==> config.mk <==
export PLATFORM = sky130hd
export DESIGN_NAME = scan_display_ctrl
export DESIGN_NICKNAME = d
export VERILOG_FILES = /design/src/rtl/scan_display_ctrl.sv
export SDC_FILE = /design/constraint.sdc
export NUM_CORES = 1
export LEC_CHECK = 0
export BUFFER_PORTS_ARGS = -buffer_cell sky130_fd_sc_hd__buf_4
export CORE_ASPECT_RATIO = 1.2
export CORE_MARGIN = 10
export CORE_UTILIZATION = 45
export DETAILED_ROUTE_END_ITERATION = 8
export MAX_ROUTING_LAYER = met4
export PLACE_DENSITY = 0.73
export SETUP_SLACK_MARGIN = 0.05
export SYNTH_ARGS = -nofsm -noshare
export SYNTH_HDL_FRONTEND = slang
export SYNTH_SLANG_ARGS = --single-unit
==> constraint.sdc <==
create_clock -name clk -period 3.16 [get_ports clk]
set_input_delay 0.948 -clock clk [delete_from_list [all_inputs] [get_ports clk]]
set_output_delay 0.948 -clock clk [all_outputs]
set_load 0.02 [all_outputs]
==> src/rtl/scan_display_ctrl.sv <==
// Time-multiplexed NUM_DIGITS x 7-segment controller with a frame-synchronous shadow buffer,
// hex decode and leading-zero blanking. Optional brightness PWM: define BRIGHTNESS_PWM_EN.
module scan_display_ctrl #(
  parameter int NUM_DIGITS     = 4,
  parameter int SCAN_DIV       = 50000,
  parameter bit SEL_ACTIVE_LOW = 1'b0
) (
  input  logic                    clk,
  input  logic                    rst,
  input  logic [4*NUM_DIGITS-1:0] data_in,
  input  logic [NUM_DIGITS-1:0]   dp_in,
  input  logic                    load,
  input  logic                    lzb_en,
`ifdef BRIGHTNESS_PWM_EN
  input  logic [3:0]              duty,
`endif
  output logic [NUM_DIGITS-1:0]   select,
  output logic [6:0]              seg_out,
  output logic                    dp_out,
  output logic                    frame_done
);

  localparam int CW = $clog2(SCAN_DIV);
  localparam int IW = $clog2(NUM_DIGITS);
  localparam logic [CW-1:0]         SLOT_LAST = CW'(SCAN_DIV - 1);
  localparam logic [IW-1:0]         IDX_LAST  = IW'(NUM_DIGITS - 1);
  localparam logic [NUM_DIGITS-1:0] SEL_OFF   = {NUM_DIGITS{SEL_ACTIVE_LOW}};

  logic [CW-1:0]           slot_cnt_q, slot_cnt_d;
  logic [IW-1:0]           idx_q, idx_d;
  logic [4*NUM_DIGITS-1:0] pend_q, pend_d, shadow_q, shadow_d;
  logic [NUM_DIGITS-1:0]   pend_dp_q, pend_dp_d, shadow_dp_q, shadow_dp_d;
  logic                    pend_flag_q, pend_flag_d;
  logic [NUM_DIGITS-1:0]   select_q, select_d;
  logic [6:0]              seg_q, seg_d;
  logic                    dp_q, dp_d;
  logic                    frame_done_q, frame_done_d;

  logic                    slot_end, wrap, in_window, zero_above;
  logic [3:0]              cur_nib;
  logic [NUM_DIGITS-1:0]   blank_vec;

`ifdef BRIGHTNESS_PWM_EN
  logic [3:0]  duty_q, duty_d;
  logic [39:0] win_lhs, win_rhs;
`endif

  function automatic logic [6:0] hex7(input logic [3:0] n);
    case (n)
      4'h0: hex7 = 7'b1111110;
      4'h1: hex7 = 7'b0110000;
      4'h2: hex7 = 7'b1101101;
      4'h3: hex7 = 7'b1111001;
      4'h4: hex7 = 7'b0110011;
      4'h5: hex7 = 7'b1011011;
      4'h6: hex7 = 7'b1011111;
      4'h7: hex7 = 7'b1110000;
      4'h8: hex7 = 7'b1111111;
      4'h9: hex7 = 7'b1111011;
      4'hA: hex7 = 7'b1110111;
      4'hB: hex7 = 7'b0011111;
      4'hC: hex7 = 7'b1001110;
      4'hD: hex7 = 7'b0111101;
      4'hE: hex7 = 7'b1001111;
      default: hex7 = 7'b1000111;
    endcase
  endfunction

  always_comb begin
    slot_end   = (slot_cnt_q == SLOT_LAST);
    wrap       = slot_end && (idx_q == IDX_LAST);
    slot_cnt_d = slot_end ? '0 : slot_cnt_q + CW'(1);
    idx_d      = idx_q;
    if (slot_end) idx_d = (idx_q == IDX_LAST) ? '0 : idx_q + IW'(1);

    // Shadow only changes at the frame boundary; a load on that very cycle bypasses pending.
    pend_d      = pend_q;
    pend_dp_d   = pend_dp_q;
    pend_flag_d = pend_flag_q;
    shadow_d    = shadow_q;
    shadow_dp_d = shadow_dp_q;
    if (wrap) begin
      if (load) begin
        shadow_d    = data_in;
        shadow_dp_d = dp_in;
        pend_flag_d = 1'b0;
      end else if (pend_flag_q) begin
        shadow_d    = pend_q;
        shadow_dp_d = pend_dp_q;
        pend_flag_d = 1'b0;
      end
    end else if (load) begin
      pend_d      = data_in;
      pend_dp_d   = dp_in;
      pend_flag_d = 1'b1;
    end

    zero_above = 1'b1;
    blank_vec  = '0;
    for (int i = NUM_DIGITS - 1; i >= 0; i--) begin
      zero_above   = zero_above && (shadow_q[4*i +: 4] == 4'h0);
      blank_vec[i] = zero_above && (i != 0);
    end
    cur_nib = shadow_q[4*int'(idx_q) +: 4];

`ifdef BRIGHTNESS_PWM_EN
    duty_d    = (slot_cnt_q == '0) ? duty : duty_q;
    win_lhs   = 40'(slot_cnt_q) << 4;
    win_rhs   = 40'({1'b0, duty_d} + 5'd1) * 40'(SCAN_DIV);
    in_window = (win_lhs < win_rhs);
`else
    in_window = 1'b1;
`endif

    select_d     = in_window ? ((NUM_DIGITS'(1) << idx_q) ^ SEL_OFF) : SEL_OFF;
    seg_d        = (lzb_en && blank_vec[idx_q]) ? 7'b0 : hex7(cur_nib);
    dp_d         = shadow_dp_q[idx_q];
    frame_done_d = wrap;
  end

  always_ff @(posedge clk or posedge rst) begin
    if (rst) begin
      slot_cnt_q   <= '0;
      idx_q        <= '0;
      pend_q       <= '0;
      pend_dp_q    <= '0;
      pend_flag_q  <= 1'b0;
      shadow_q     <= '0;
      shadow_dp_q  <= '0;
      select_q     <= SEL_OFF;
      seg_q        <= '0;
      dp_q         <= 1'b0;
      frame_done_q <= 1'b0;
    end else begin
      slot_cnt_q   <= slot_cnt_d;
      idx_q        <= idx_d;
      pend_q       <= pend_d;
      pend_dp_q    <= pend_dp_d;
      pend_flag_q  <= pend_flag_d;
      shadow_q     <= shadow_d;
      shadow_dp_q  <= shadow_dp_d;
      select_q     <= select_d;
      seg_q        <= seg_d;
      dp_q         <= dp_d;
      frame_done_q <= frame_done_d;
    end
  end

`ifdef BRIGHTNESS_PWM_EN
  always_ff @(posedge clk or posedge rst) begin
    if (rst) duty_q <= 4'hF;
    else     duty_q <= duty_d;
  end
`endif

  assign select     = select_q;
  assign seg_out    = seg_q;
  assign dp_out     = dp_q;
  assign frame_done = frame_done_q;

endmodule

== Word-level counts from Yosys, hierarchy flattened ==
Memories as Yosys holds them, arrays and structs flattened.
Index checks and enable logic that the tools add are counted.

* $add $sub $neg: 2
* Eq/ne operators: 2
* Shift-type cells: 2
* Muxes and demuxes: 13
* Bitwise operators: 1
* Reduce and logical (&&, ||, !) cells: 11
* Order comparisons: 1

{| class="wikitable"
|+ Operator list
! cell !! count
|-
| two-way mux 16 bit || 3
|-
| adder 16 x 1 -> 16 bit, second input constant || 1
|-
| equality test 16 bit, second input constant || 1
|-
| variable part select 16 x 5 -> 4 bit || 1
|-
| logical NOT 4 bit || 3
|-
| two-way mux 4 bit || 2
|-
| two-way mux 7 bit || 1
|-
| binary-select mux 1 bit (select 2 bit) || 2
|-
| logical AND 1 bit || 4
|-
| two-way mux 1 bit || 4
|-
| AND reduction 2 bit || 2
|-
| nonzero test 2 bit || 2
|-
| left shift 1 x 2 -> 4 bit, first input constant || 1
|-
| less-than comparator 2 x 3 -> 1 bit, second input constant || 1
|-
| adder 2 x 1 -> 2 bit, second input constant || 1
|-
| equality test 2 bit, second input constant || 1
|-
| two-way mux 2 bit || 1
|-
| inverter 1 bit || 1
|}

* Input bits: 24
* Word-level logic and storage cells: 44
* Register bits: 72
* ROM bits: 112
* Memories: 1

{| class="wikitable"
|+ Memory list
! name !! words !! width !! read ports !! clocked after memory_dff !! write ports !! line !! source
|-
| (name not given) || 16 || 7 || 1 || 0 || 0 || 49 || <nowiki>case (n)</nowiki>
|}

== Longest topological paths before layout ==
Gate-level depths: netlist of the first run.

* Depth after elaboration: 7
* Mapped depth: 8
* Depth with buffers taken out: 7

== Worst setup path after synthesis of the first run ==
Ideal clock, no wire load.

* Path type: register -> register
* Start point: reg idx_q[0]
* End point: reg seg_q[6], in the netlist seg_out[6]
* Setup slack: 1.017 ns
* Buffers on the path: 1
* Arrival: 2.015 ns
* Stages on the path, launching flop included: 9
* Period minus slack after synthesis: 2.143 ns
* Data required time: 3.032 ns
* Path through: dfrtp_1 clkbuf_1 mux4_2 inv_1 ha_1 mux2i_1 a21oi_1 a21o_1 a21oi_1

* Cells in the longest elaborated chain, start to end: 4
* Elaborated cells between the ends (all ways): 6
* Classes of those cells: shift (1); mux (3); reduce/logical (1); memory (1)

{| class="wikitable"
|+ Ends and longest elaborated chain
! item !! line !! source
|-
| start: declaration || 30 || <nowiki>logic [IW-1:0] idx_q, idx_d;</nowiki>
|-
| start signal: assignment || 136 || <nowiki>idx_q <= idx_d;</nowiki>
|-
| branches (longest 3 deep; another with memory read (16 x 7 bit)) || - ||
|-
| two-way mux 7 bit (*) || 116 || <nowiki>seg_d = (lzb_en && blank_vec[idx_q]) ? 7'b0 : hex7(cur_nib);</nowiki>
|-
| named net seg_d[6] || 35 || <nowiki>logic [6:0] seg_q, seg_d;</nowiki>
|-
| end signal: assignment || 143 || <nowiki>seg_q <= seg_d;</nowiki>
|-
| end: declaration || 35 ||
|}

Mark *: on every way through the listed nets, which the timed path passes. The select of a mux whose other input is x is not followed.
A chain may end at the register's enable or synchronous reset.

== Final worst setup path of the first run ==
* Start point: reg slot_cnt_q[7]
* End point: reg pend_dp_q[1]

* Cells in the longest elaborated chain, start to end: 4

{| class="wikitable"
|+ Ends and longest elaborated chain
! item !! line !! source
|-
| start: declaration || 29 || <nowiki>logic [CW-1:0] slot_cnt_q, slot_cnt_d;</nowiki>
|-
| start signal: assignment || 135 || <nowiki>slot_cnt_q <= slot_cnt_d;</nowiki>
|-
| equality test 16 bit || 70 || <nowiki>slot_end = (slot_cnt_q == SLOT_LAST);</nowiki>
|-
| logical AND 1 bit || 71 || <nowiki>wrap = slot_end && (idx_q == IDX_LAST);</nowiki>
|-
| named net frame_done_d || 37 || <nowiki>logic frame_done_q, frame_done_d;</nowiki>
|-
| inverter 1 bit (no source line) || - ||
|-
| AND reduction 2 bit (no source line) || - ||
|-
| end signal: assignment || 138 || <nowiki>pend_dp_q <= pend_dp_d;</nowiki>
|-
| end: declaration || 32 || <nowiki>logic [NUM_DIGITS-1:0] pend_dp_q, pend_dp_d, shadow_dp_q, shadow_dp_d;</nowiki>
|}

The timed path passes the listed nets, and every way through them passes these cells.

==> results.tsv, run 1 <==
stage	metric	value	unit
run_status	run status	finished clean	
global_route	largest net degree at the start of global routing	44	
cts	CTS resizes	0	
floorplanning	I/O Pins	37	
setup_path	crit-path cells	or3_4 -> nor4_2 -> and2_2 -> or2b_2 -> mux2_1	
setup_path	Worst EP required	3390	ps
job	Max Cap Viol	0	
routing	# DRC	0	
synth	post-synthesis async set-or-reset flop share	100	%
synth	xor and xnor area share after synthesis	3.21	%
synth	Post-synth top flop	dfrtp_1	
power	power density over the cells	447	mW/mm²
timing	minimum clock period	2310	ps
routing	Via Count	2193	
final_layout	Filler cells	635	
cts	total CTS buffers	9	
routing	Final ANT Viol Nets	0	
final_layout	diodes inserted	0	
floorplanning	row cnt	35	
timing	Final Hold Viols	0	
cts	Hold-fix buffers, CTS	0	
routing	WL final	6370	µm
global_route	total gr overflow	0	
timing	Slew Limit Fails	0	
synth	area share of fa/ha/maj cells after synthesis	3.88	%
timing	endpoints failing setup	0	
timing	Fmax	433	MHz
placement	routability cong.	0.808	
routing	wire per inst	15.6	µm
setup_path	Slowest-stage cell, CP	dfrtp_1	
cts	clk root buf	clkbuf_8	
floorplanning	Die W	101	µm
synth	Cells after Synth	272	
cts	htree depth	3	
hold_path	Hold Path Sink	pend_q[9]	
synth	sequential-to-total area share from yosys stat	50.8	%
synth	compound-cell area share of the yosys netlist	2.86	%
setup_path	Worst Reg-to-Reg Cells	5	
synth	Synth cell types	40	
hold_path	hold path depth	1	
synth	top cells by area, synth	dfrtp_1 51%, mux2_4 8.5%, mux2_2 6.7%	
synth	Yosys top cell area share	50.8	%
floorplanning	Die Area	0.0119	mm²
setup_path	worst reg-to-reg setup slack	850	ps
cts	CTS clk-pin slew, worst paths	70	ps
timing	RSZ-0062 raised after global routing	false	
floorplanning	Initial Util	46.3	%
global_route	global-route wire length before repair	10800	µm
setup_path	critical path class	register to register	
synth	Post-Synthesis Mean Instance Area	13.0	µm²
synth	Syn Nets	307	
cts	CTS tree	yes	
placement	pre-CTS setup slack	847	ps
global_route	antenna violations before repair	0	
global_route	gr usage total	11.9	%
synth	top-count cell post-synth	dfrtp_1	
placement	dpl hpwl	4530	µm
synth	warnings from Yosys	0	
setup_path	CP max stage delay	440	ps
timing	period utilization	73.1	%
cts	clk buf depth	2	
power	IR drop worst, VDD	0.000257	V
hold_path	Hold Startpoint	pend_q[9]	
global_route	number of global-route vias before repair	2242	
timing	Setup TNS Final	0	ps
floorplanning	Chip Height	117	µm
final_layout	P&R area growth vs syn	16.0	%
synth	main combinational cell family by area after synthesis	multiplexers	
routing	vias per cell	5.36	
final_layout	footprint of the multi-input gates	0.00165	mm²
routing	drt pass-1 iters	4	
synth	cell type with the highest aggregate area in the netlist	dfrtp_1	
synth	Post-synth EDFFs	0	
setup_path	Worst setup EP type	register	
floorplanning	Core ar.	0.00766	mm²
cts	clk_lat worst skew	350	ps
synth	FF+latch count, synth	72	
timing	Worst Tran Pin Value	642	ps
cts	postcts setup bufs	0	
final_layout	register area	0.00180	mm²
routing	drt first-iter violations	114	
power	Pleak	1.91	nW
setup_path	reg-to-reg endpoint	pend_dp_q[1]	
setup_path	CP max FO	20	
hold_path	worst hold path class	register to register	
setup_path	CP arrival	2540	ps
synth	mux cell area share after synthesis	25.9	%
synth	simple-gate share of the synthesized area	10.7	%
setup_path	CP startpoint kind	register	
cts	clk sinks	72	
timing	Final Skew	9.63	ps
synth	post-synthesis instance area	0.00355	mm²
final_layout	Final #Nets	347	
final_layout	share of cells above drive strength 1	33.4	%
placement	# port buffers	36	
timing	setup ws final	851	ps
setup_path	reg-to-reg critical path startpoint	slot_cnt_q[7]	
timing	relative slew slack	57.1	%
synth	synth cell count leaders	72 x dfrtp_1, 21 x mux2_2, 20 x mux2_1, 20 x mux2_4, 18 x nand2_1	
==> logic make-up after synthesis <==
kind of cell,Yosys count
buffers and inverters,17
adders and majority gates,11
and+or+nand+nor,68
AOI/OAI and AO/OA,18
xor gates and xnor gates,13
DFF,72
muxes,73
==> stage by stage <==
| step | power (mW) | cells | util [%] | area, µm² | hold slack [ps] |
|---|---|---|---|---|---|
| floorplan | 1.05 | 272 | - | 3550 | 448 |
| global placement | 1.08 | 393 | 50.9 | 3900 | 469 |
| detailed placement | 1.09 | 393 | 50.9 | 3900 | 477 |
| CTS | 1.86 | 409 | 53.7 | 4120 | 492 |
| global route | 1.92 | 409 | 53.7 | 4120 | 503 |
| finish | 1.84 | 409 | 53.7 | 4120 | 488 |
==> per-layer routing <==
| metal | vias to the layer above | wire [µm] | GRT usage (%) |
|---|---|---|---|
| met5 | - | 0 | - |
| met4 | 0 | 101 | 5.58 |
| met3 | 8 | 264 | 3.82 |
| met2 | 39 | 2940 | 16.9 |
| met1 | 1099 | 3050 | 15.1 |
| li1 | 1047 | - | - |
==> where the power goes <==
part | internal, mW | switching (mW) | leakage [nW] | total (mW)
logic | 0.0606 | 0.0485 | 0.892 | 0.109
clock network | 0.450 | 0.324 | 0.113 | 0.774
registers | 0.947 | 0.0121 | 0.904 | 0.959
total | 1.46 | 0.384 | 1.91 | 1.84
==> cell type report <==
type                       count  share of cell area [%]
clock buffer                  14                    4.44
tap                           92                    2.80
inverter                       7                   0.638
sequential                    72                    43.8
timing repair buffer          39                    7.41
clock inverter                 2                   0.851
multi-input combinational    183                    40.1
==> cell usage in the layout (no fill, tap or decap), types with 5 or more instances in the layout <==
cell type / netlist / final
a21oi_1: 9 / 9
buf_4: 0 / 38
clkbuf_8: 0 / 13
dfrtp_1: 72 / 72
ha_1: 11 / 11
inv_1: 6 / 5
mux2_1: 20 / 20
mux2_2: 21 / 21
mux2_4: 20 / 20
mux2i_1: 9 / 9
nand2_1: 18 / 18
nor2_1: 16 / 16
nor3_1: 7 / 7
xnor2_1: 8 / 8
xor2_1: 5 / 5
==> registers in the layout, summed over array words and instances (netlist names) <==
signal	flops
idx_q	2
seg_out	7
pend_dp_q	4
shadow_q	16
pend_q	16
dp_out	1
frame_done	1
shadow_dp_q	4
slot_cnt_q	16
pend_flag_q	1
select	4
==> worst max-delay path by stage <==
stage,start,to,slack [ps]
after CTS,slot_cnt_q[7],pend_dp_q[1],830
after detailed placement,idx_q[0],seg_out[6],850
after global routing,slot_cnt_q[0],pend_dp_q[1],640
after global placement,idx_q[0],seg_out[6],900
final,slot_cnt_q[7],pend_dp_q[1],850
after floorplan,rst,dp_out,390
==> worst max-delay path, delay by kind of cell (launching register included) <==
kind	cells	cell delay, ps
AND/OR/NAND/NOR	4	1350
multiplexers	1	380
flip-flops	1	440
Power figures use the tool's default switching activity.
==> run 2, diff against run 1 <==
clock period = 2.14 ns   (was 3.16 ns; I/O delays follow)
==> run 2 against run 1 <==
Net effect:
- fmax grew 14%
- sequential cell count unchanged
- register-to-register slack lost 730 ps
- routed wire length is 6.7% higher
- combinational power up 58%
==> results.tsv, run 2 (same netlist as run 1, synthesis figures left out) <==
stage	metric	value	unit	change
cts	total CTS buffers	9		unchanged
global_route	global-route wire length before repair	11200	µm	was 10800 µm
timing	Worst Tran Pin Value	591	ps	was 642 ps
run_status	run status	finished clean		unchanged
setup_path	critical path class	register to register		unchanged
setup_path	reg-to-reg critical path startpoint	slot_cnt_q[7]		unchanged
routing	WL final	6790	µm	was 6370 µm
global_route	total gr overflow	0		unchanged
setup_path	CP startpoint kind	register		unchanged
placement	dpl hpwl	4900	µm	was 4530 µm
setup_path	CP max FO	10		was 20
setup_path	CP arrival	2230	ps	was 2540 ps
timing	Setup TNS Final	0	ps	unchanged
hold_path	worst hold path class	primary input to asynchronous set/reset pin		was register to register
timing	Final Hold Viols	0		unchanged
power	Pwr Total	2.50	mW	was 1.84 mW
timing	minimum clock period	2020	ps	was 2310 ps
final_layout	diodes inserted	0		unchanged
cts	clk root buf	clkbuf_8		unchanged
timing	Slew Limit Fails	0		unchanged
timing	relative slew slack	60.5	%	was 57.1%
cts	htree depth	3		unchanged
final_layout	Final Util	55.2	%	was 53.7%
timing	setup ws final	121	ps	was 851 ps
setup_path	Worst setup EP type	register		unchanged
setup_path	crit-path cells	or3_4 -> nor4_2 -> and2_2 -> or2b_4 -> mux2_1		was or3_4 -> nor4_2 -> and2_2 -> or2b_2 -> mux2_1
timing	RSZ-0062 raised after global routing	true		was false
power	Sw Share	21.7	%	was 20.9%
cts	clk buf depth	2		unchanged
routing	vias per cell	5.21		was 5.36
timing	Fmax	495	MHz	was 433 MHz
floorplanning	Chip Height	117	µm	unchanged
placement	routability cong.	0.834		was 0.808
routing	wire per inst	16.1	µm	was 15.6 µm
power	Comb pwr share	6.9	%	was 5.9%
timing	endpoints failing setup	0		unchanged
timing	Post-Route Hold Slack	373	ps	was 488 ps
timing	period utilization	94.3	%	was 73.1%
placement	# port buffers	36		unchanged
power	clock group share of total power	36.5	%	was 42.0%
cts	clk_lat worst skew	340	ps	was 350 ps
final_layout	commonest non-fill, non-tap cells in the layout	71 x dfrtp_1, 52 x buf_4, 21 x mux2_2, 20 x mux2_4, 20 x mux2_1		was 72 x dfrtp_1, 38 x buf_4, 21 x mux2_2, 20 x mux2_4, 20 x mux2_1
power	Sequential Power Share	56.6	%	was 52.1%
final_layout	commonest non-fill, non-tap cell in the layout	dfrtp_1		unchanged
floorplanning	Die Area	0.0119	mm²	unchanged
routing	drt first-iter violations	121		was 114
floorplanning	Die W	101	µm	unchanged
global_route	number of global-route vias before repair	2289		was 2242
setup_path	Buf/Inv on CP	0		unchanged
job	Max Cap Viol	0		unchanged
timing	Final Skew	4.33	ps	was 9.63 ps
power	Pleak	1.97	nW	was 1.91 nW
setup_path	crit-path leading delay family	simple AND/OR/NAND/NOR gates		unchanged
power	switching power	0.542	mW	was 0.384 mW
floorplanning	Core ar.	0.00766	mm²	unchanged
power	IR drop worst, VDD	0.000307	V	was 0.000257 V
final_layout	share of cells above drive strength 1	37.2	%	was 33.4%
cts	CTS clk-pin slew, worst paths	70	ps	about the same
placement	pre-CTS setup slack	-97.5	ps	was 847 ps
floorplanning	row cnt	35		unchanged
setup_path	Worst EP required	2350	ps	was 3390 ps
final_layout	Final #Nets	364		was 347
routing	drt pass-1 iters	4		unchanged
routing	Final ANT Viol Nets	0		unchanged
final_layout	P&R area growth vs syn	19.1	%	was 16.0%
floorplanning	I/O Pins	37		unchanged
floorplanning	Initial Util	46.3	%	unchanged
cts	CTS tree	yes		unchanged
setup_path	CP startpoint	slot_cnt_q[7]		unchanged
routing	Via Count	2202		was 2193
setup_path	Slowest-stage cell, CP	or3_4		was dfrtp_1
power	power density over the cells	592	mW/mm²	was 447 mW/mm²
global_route	antenna violations before repair	0		unchanged
global_route	largest net degree at the start of global routing	27		was 44
setup_path	CP max stage delay	390	ps	was 440 ps
global_route	gr usage total	12.4	%	was 11.9%
power	Int Power	1.96	mW	was 1.46 mW
cts	clk sinks	72		unchanged
routing	# DRC	0		unchanged
final_layout	biggest regs	pend_q x16, shadow_q x16, slot_cnt_q x16		unchanged
## run 2: cell types whose count changed in the layout (fill, tap and decap cells not counted), moves of 2 or more
cell	change
buf_4	+14
buf_12	+2
clkbuf_8	-2
or2b_4	+2
## run 2: worst register-to-register path: stages (launching register included)
cell     delay, ps
dfrtp_1        380
or3_4          390
nor4_2         310
and2_2         220
or2b_4         240
mux2_1         360
## run 2: power groups by stage
stage               combinational, mW  sequential [mW]  clock (mW)
floorplan                       0.108             1.44           0
CTS                             0.177             1.42       0.938
global placement                0.167             1.44           0
global route                    0.192             1.42        1.00
detailed placement              0.172             1.44           0
finish                          0.172             1.42       0.912
## run 2: what timing repair did
| item | 4_1_cts | 5_1_grt |
|---|---|---|
| hold buffers | 0 | 0 |
| gates resized for setup | 3 | 2 |
| endpoints found under the setup margin | 21 | 24 |
| cloned | 1 | 0 |
| setup buffers | 0 | 1 |
| pin swaps | 0 | 0 |
## run 2: worst paths after layout
check / endpoint / slack [ps] / depth (start not counted)
worst min register to register: pend_q[9] / 490 / 1
worst min-delay path: select[1] / 370 / 2
max in group asynchronous: idx_q[0] / 1260 / 3
min in group clk: pend_q[9] / 490 / 1
worst max register to register: pend_q[3] / 120 / 5
worst max-delay path: pend_q[3] / 120 / 5
## run 2: area by class of cell
class / instances / area [µm²]
multi-input combinational: 184 / 1670
tap: 92 / 115
inverter: 7 / 30.0
fill: 639 / 3440
timing repair buffer: 55 / 450
clock buffer: 12 / 155
sequential: 72 / 1800
clock inverter: 1 / 5.00
## run 2: stage by stage
stage	cells	area (µm²)
finish	423	4230
global route	423	4230
CTS	422	4220
detailed placement	408	4040
global placement	408	4040
floorplan	272	3550
## run 2: layer usage
metal  up-vias  routed length (µm)  GRT usage, %
met1      1071                3100          15.1
met3         9                 337          3.35
li1       1080                   -             -
met4         0                 116          6.14
met2        42                3240          18.6
met5         -                   0             -
==> run 3, diff against run 2 <==
PLACE_DENSITY = 0.64   (was 0.73)
clock period = 2.05 ns   (was 2.14 ns; I/O delays follow)
==> run 3 against run 2 <==
Net effect:
- combinational power is 19% higher
- sequential power is 4% higher
- critical path type unchanged
- register-to-register slack worse by 60 ps
- design area is 6.2% higher
- final cell count is 2.1% higher
- global-route usage is 0.31 points higher
- setup slack worse by 57 ps
- non-clock buffer count is 7 higher
- routed wire length is 2.5% higher
- clock power is 54% higher
==> results.tsv, run 3 (same netlist as run 1, synthesis figures left out) <==
stage	metric	value	unit	change
floorplanning	Core ar.	0.00766	mm²	unchanged
cts	htree depth	3		unchanged
floorplanning	Die Area	0.0119	mm²	unchanged
final_layout	share of cells above drive strength 1	44.1	%	was 37.2%
setup_path	CP max stage delay	420	ps	was 390 ps
global_route	global-route wire length before repair	11600	µm	was 11200 µm
cts	CTS tree	yes		unchanged
timing	endpoints failing setup	0		unchanged
final_layout	Finished Layout Cells	432		was 423
cts	total CTS buffers	9		unchanged
routing	vias per cell	5.27		was 5.21
setup_path	reg-to-reg endpoint	pend_dp_q[2]		was pend_q[3]
routing	drt pass-1 iters	4		unchanged
setup_path	worst reg-to-reg setup slack	60	ps	was 120 ps
routing	Final ANT Viol Nets	0		unchanged
global_route	antenna violations before repair	0		unchanged
timing	relative slew slack	71.3	%	was 60.5%
timing	Final Hold Viols	0		unchanged
floorplanning	Chip Height	117	µm	unchanged
setup_path	Slowest-stage cell, CP	dfrtp_1		was or3_4
routing	wire per inst	16.1	µm	about the same
hold_path	worst hold path class	primary input to asynchronous set/reset pin		unchanged
cts	clk sinks	72		unchanged
setup_path	Worst setup EP type	register		unchanged
final_layout	commonest non-fill, non-tap cell in the layout	dfrtp_1		unchanged
final_layout	diodes inserted	0		unchanged
final_layout	Design Area, Final	0.00449	mm²	was 0.00423 mm²
placement	dpl hpwl	4820	µm	was 4900 µm
global_route	gr usage total	12.7	%	was 12.4%
final_layout	Final Util	58.6	%	was 55.2%
final_layout	commonest non-fill, non-tap cells in the layout	71 x dfrtp_1, 58 x buf_4, 30 x mux2_4, 21 x mux2_2, 18 x nand2_1		was 71 x dfrtp_1, 52 x buf_4, 21 x mux2_2, 20 x mux2_4, 20 x mux2_1
floorplanning	I/O Pins	37		unchanged
setup_path	CP startpoint kind	register		unchanged
routing	# DRC	0		unchanged
global_route	total gr overflow	0		unchanged
setup_path	CP startpoint	slot_cnt_q[0]		was slot_cnt_q[7]
global_route	largest net degree at the start of global routing	61		was 27
timing	Final Skew	8.85	ps	was 4.33 ps
timing	Worst Tran Pin Value	418	ps	was 591 ps
timing	RSZ-0062 raised after global routing	true		unchanged
timing	Fmax	504	MHz	was 495 MHz
cts	clk buf depth	2		unchanged
setup_path	Worst Reg-to-Reg Cells	7		was 5
routing	drt first-iter violations	92		was 121
run_status	run status	finished clean		unchanged
final_layout	Filler cells	636		was 639
timing	Setup TNS Final	0	ps	unchanged
setup_path	reg-to-reg critical path startpoint	slot_cnt_q[0]		was slot_cnt_q[7]
floorplanning	Die W	101	µm	unchanged
power	Pleak	2.16	nW	was 1.97 nW
routing	Via Count	2275		was 2202
setup_path	Worst EP required	2270	ps	was 2350 ps
final_layout	biggest regs	pend_q x16, shadow_q x16, slot_cnt_q x16		unchanged
cts	CTS clk-pin slew, worst paths	70	ps	about the same
cts	clk_lat worst skew	340	ps	about the same
timing	minimum clock period	1990	ps	was 2020 ps
final_layout	Final #Nets	370		was 364
floorplanning	Initial Util	46.3	%	unchanged
setup_path	CP max FO	10		unchanged
placement	cell count after placement	412		was 408
power	IR drop worst, VDD	0.000478	V	was 0.000307 V
job	Max Cap Viol	0		unchanged
cts	clk root buf	clkbuf_8		unchanged
final_layout	footprint of the multi-input gates	0.00177	mm²	was 0.00167 mm²
floorplanning	row cnt	35		unchanged
placement	Placed Area	0.00407	mm²	was 0.00404 mm²
setup_path	CP arrival	2210	ps	was 2230 ps
placement	routability cong.	0.816		was 0.834
power	power density over the cells	685	mW/mm²	was 592 mW/mm²
setup_path	crit-path cells	ha_4 -> nand4_1 -> nor4_4 -> and2_4 -> or2b_4 -> clkbuf_16 -> mux2_1		was or3_4 -> nor4_2 -> and2_2 -> or2b_4 -> mux2_1
final_layout	P&R area growth vs syn	26.6	%	was 19.1%
setup_path	critical path class	register to register		unchanged
timing	Slew Limit Fails	0		unchanged
placement	# port buffers	36		unchanged
timing	Post-Route Hold Slack	233	ps	was 373 ps
timing	period utilization	96.9	%	was 94.3%
routing	WL final	6960	µm	was 6790 µm
final_layout	register area	0.00180	mm²	unchanged
global_route	number of global-route vias before repair	2401		was 2289
run 3: worst max path at each step:
| stage | endpoint | slack (ps) |
|---|---|---|
| after detailed placement | pend_q[15] | 20 |
| after CTS | pend_dp_q[0] | 30 |
| after floorplan | pend_dp_q[0] | 60 |
| after global placement | pend_q[14] | 60 |
| final | pend_dp_q[2] | 60 |
| after global routing | pend_q[0] | -60 |
run 3: through the flow:
| stage | power [mW] | setup slack (ps) |
|---|---|---|
| after global routing | 3.19 | -60.5 |
| after floorplan | 1.61 | 59.5 |
| after detailed placement | 1.69 | 19.5 |
| after CTS | 3.08 | 29.3 |
| after global placement | 1.68 | 57.1 |
| final | 3.08 | 64.2 |
run 3: final cells by class:
cell class | count | area share [%]
Multi-Input combinational cell | 183 | 39.4
Clock inverter | 5 | 2.28
Inverter | 7 | 0.669
Clock buffer | 11 | 3.37
Tap cell | 92 | 2.56
Timing Repair Buffer | 62 | 11.6
Sequential cell | 72 | 40.2
run 3: power breakdown:
part	internal, mW	switching [mW]	total (mW)
Clock	0.873	0.523	1.40
Sequential	1.46	0.0195	1.48
Combinational	0.121	0.0832	0.204
Total	2.45	0.626	3.08
run 3: routing by layer:
layer  track usage, %  share of wire, %
met5                -                 0
met4             5.02               1.2
met3             3.76               4.0
met2             19.3                47
met1             15.6                48
run 3: what timing repair did:
item / in CTS / in global routing
endpoints found under the setup margin: 20 / 43
setup buffers: 0 / 3
gates cloned: 0 / 1
pin swaps: 0 / 2
endpoints found under the hold margin: 0 / 0
hold buffers: 0 / 0
resized for setup: 1 / 23
run 3: worst max-delay path: cells and delay by family (launching register included):
kind	cells	cell delay, ps
flip-flops	1	420
multiplexers	1	320
AND/OR/NAND/NOR	4	810
buffers and inverters	1	170
adder cells (fa/ha/maj)	1	150
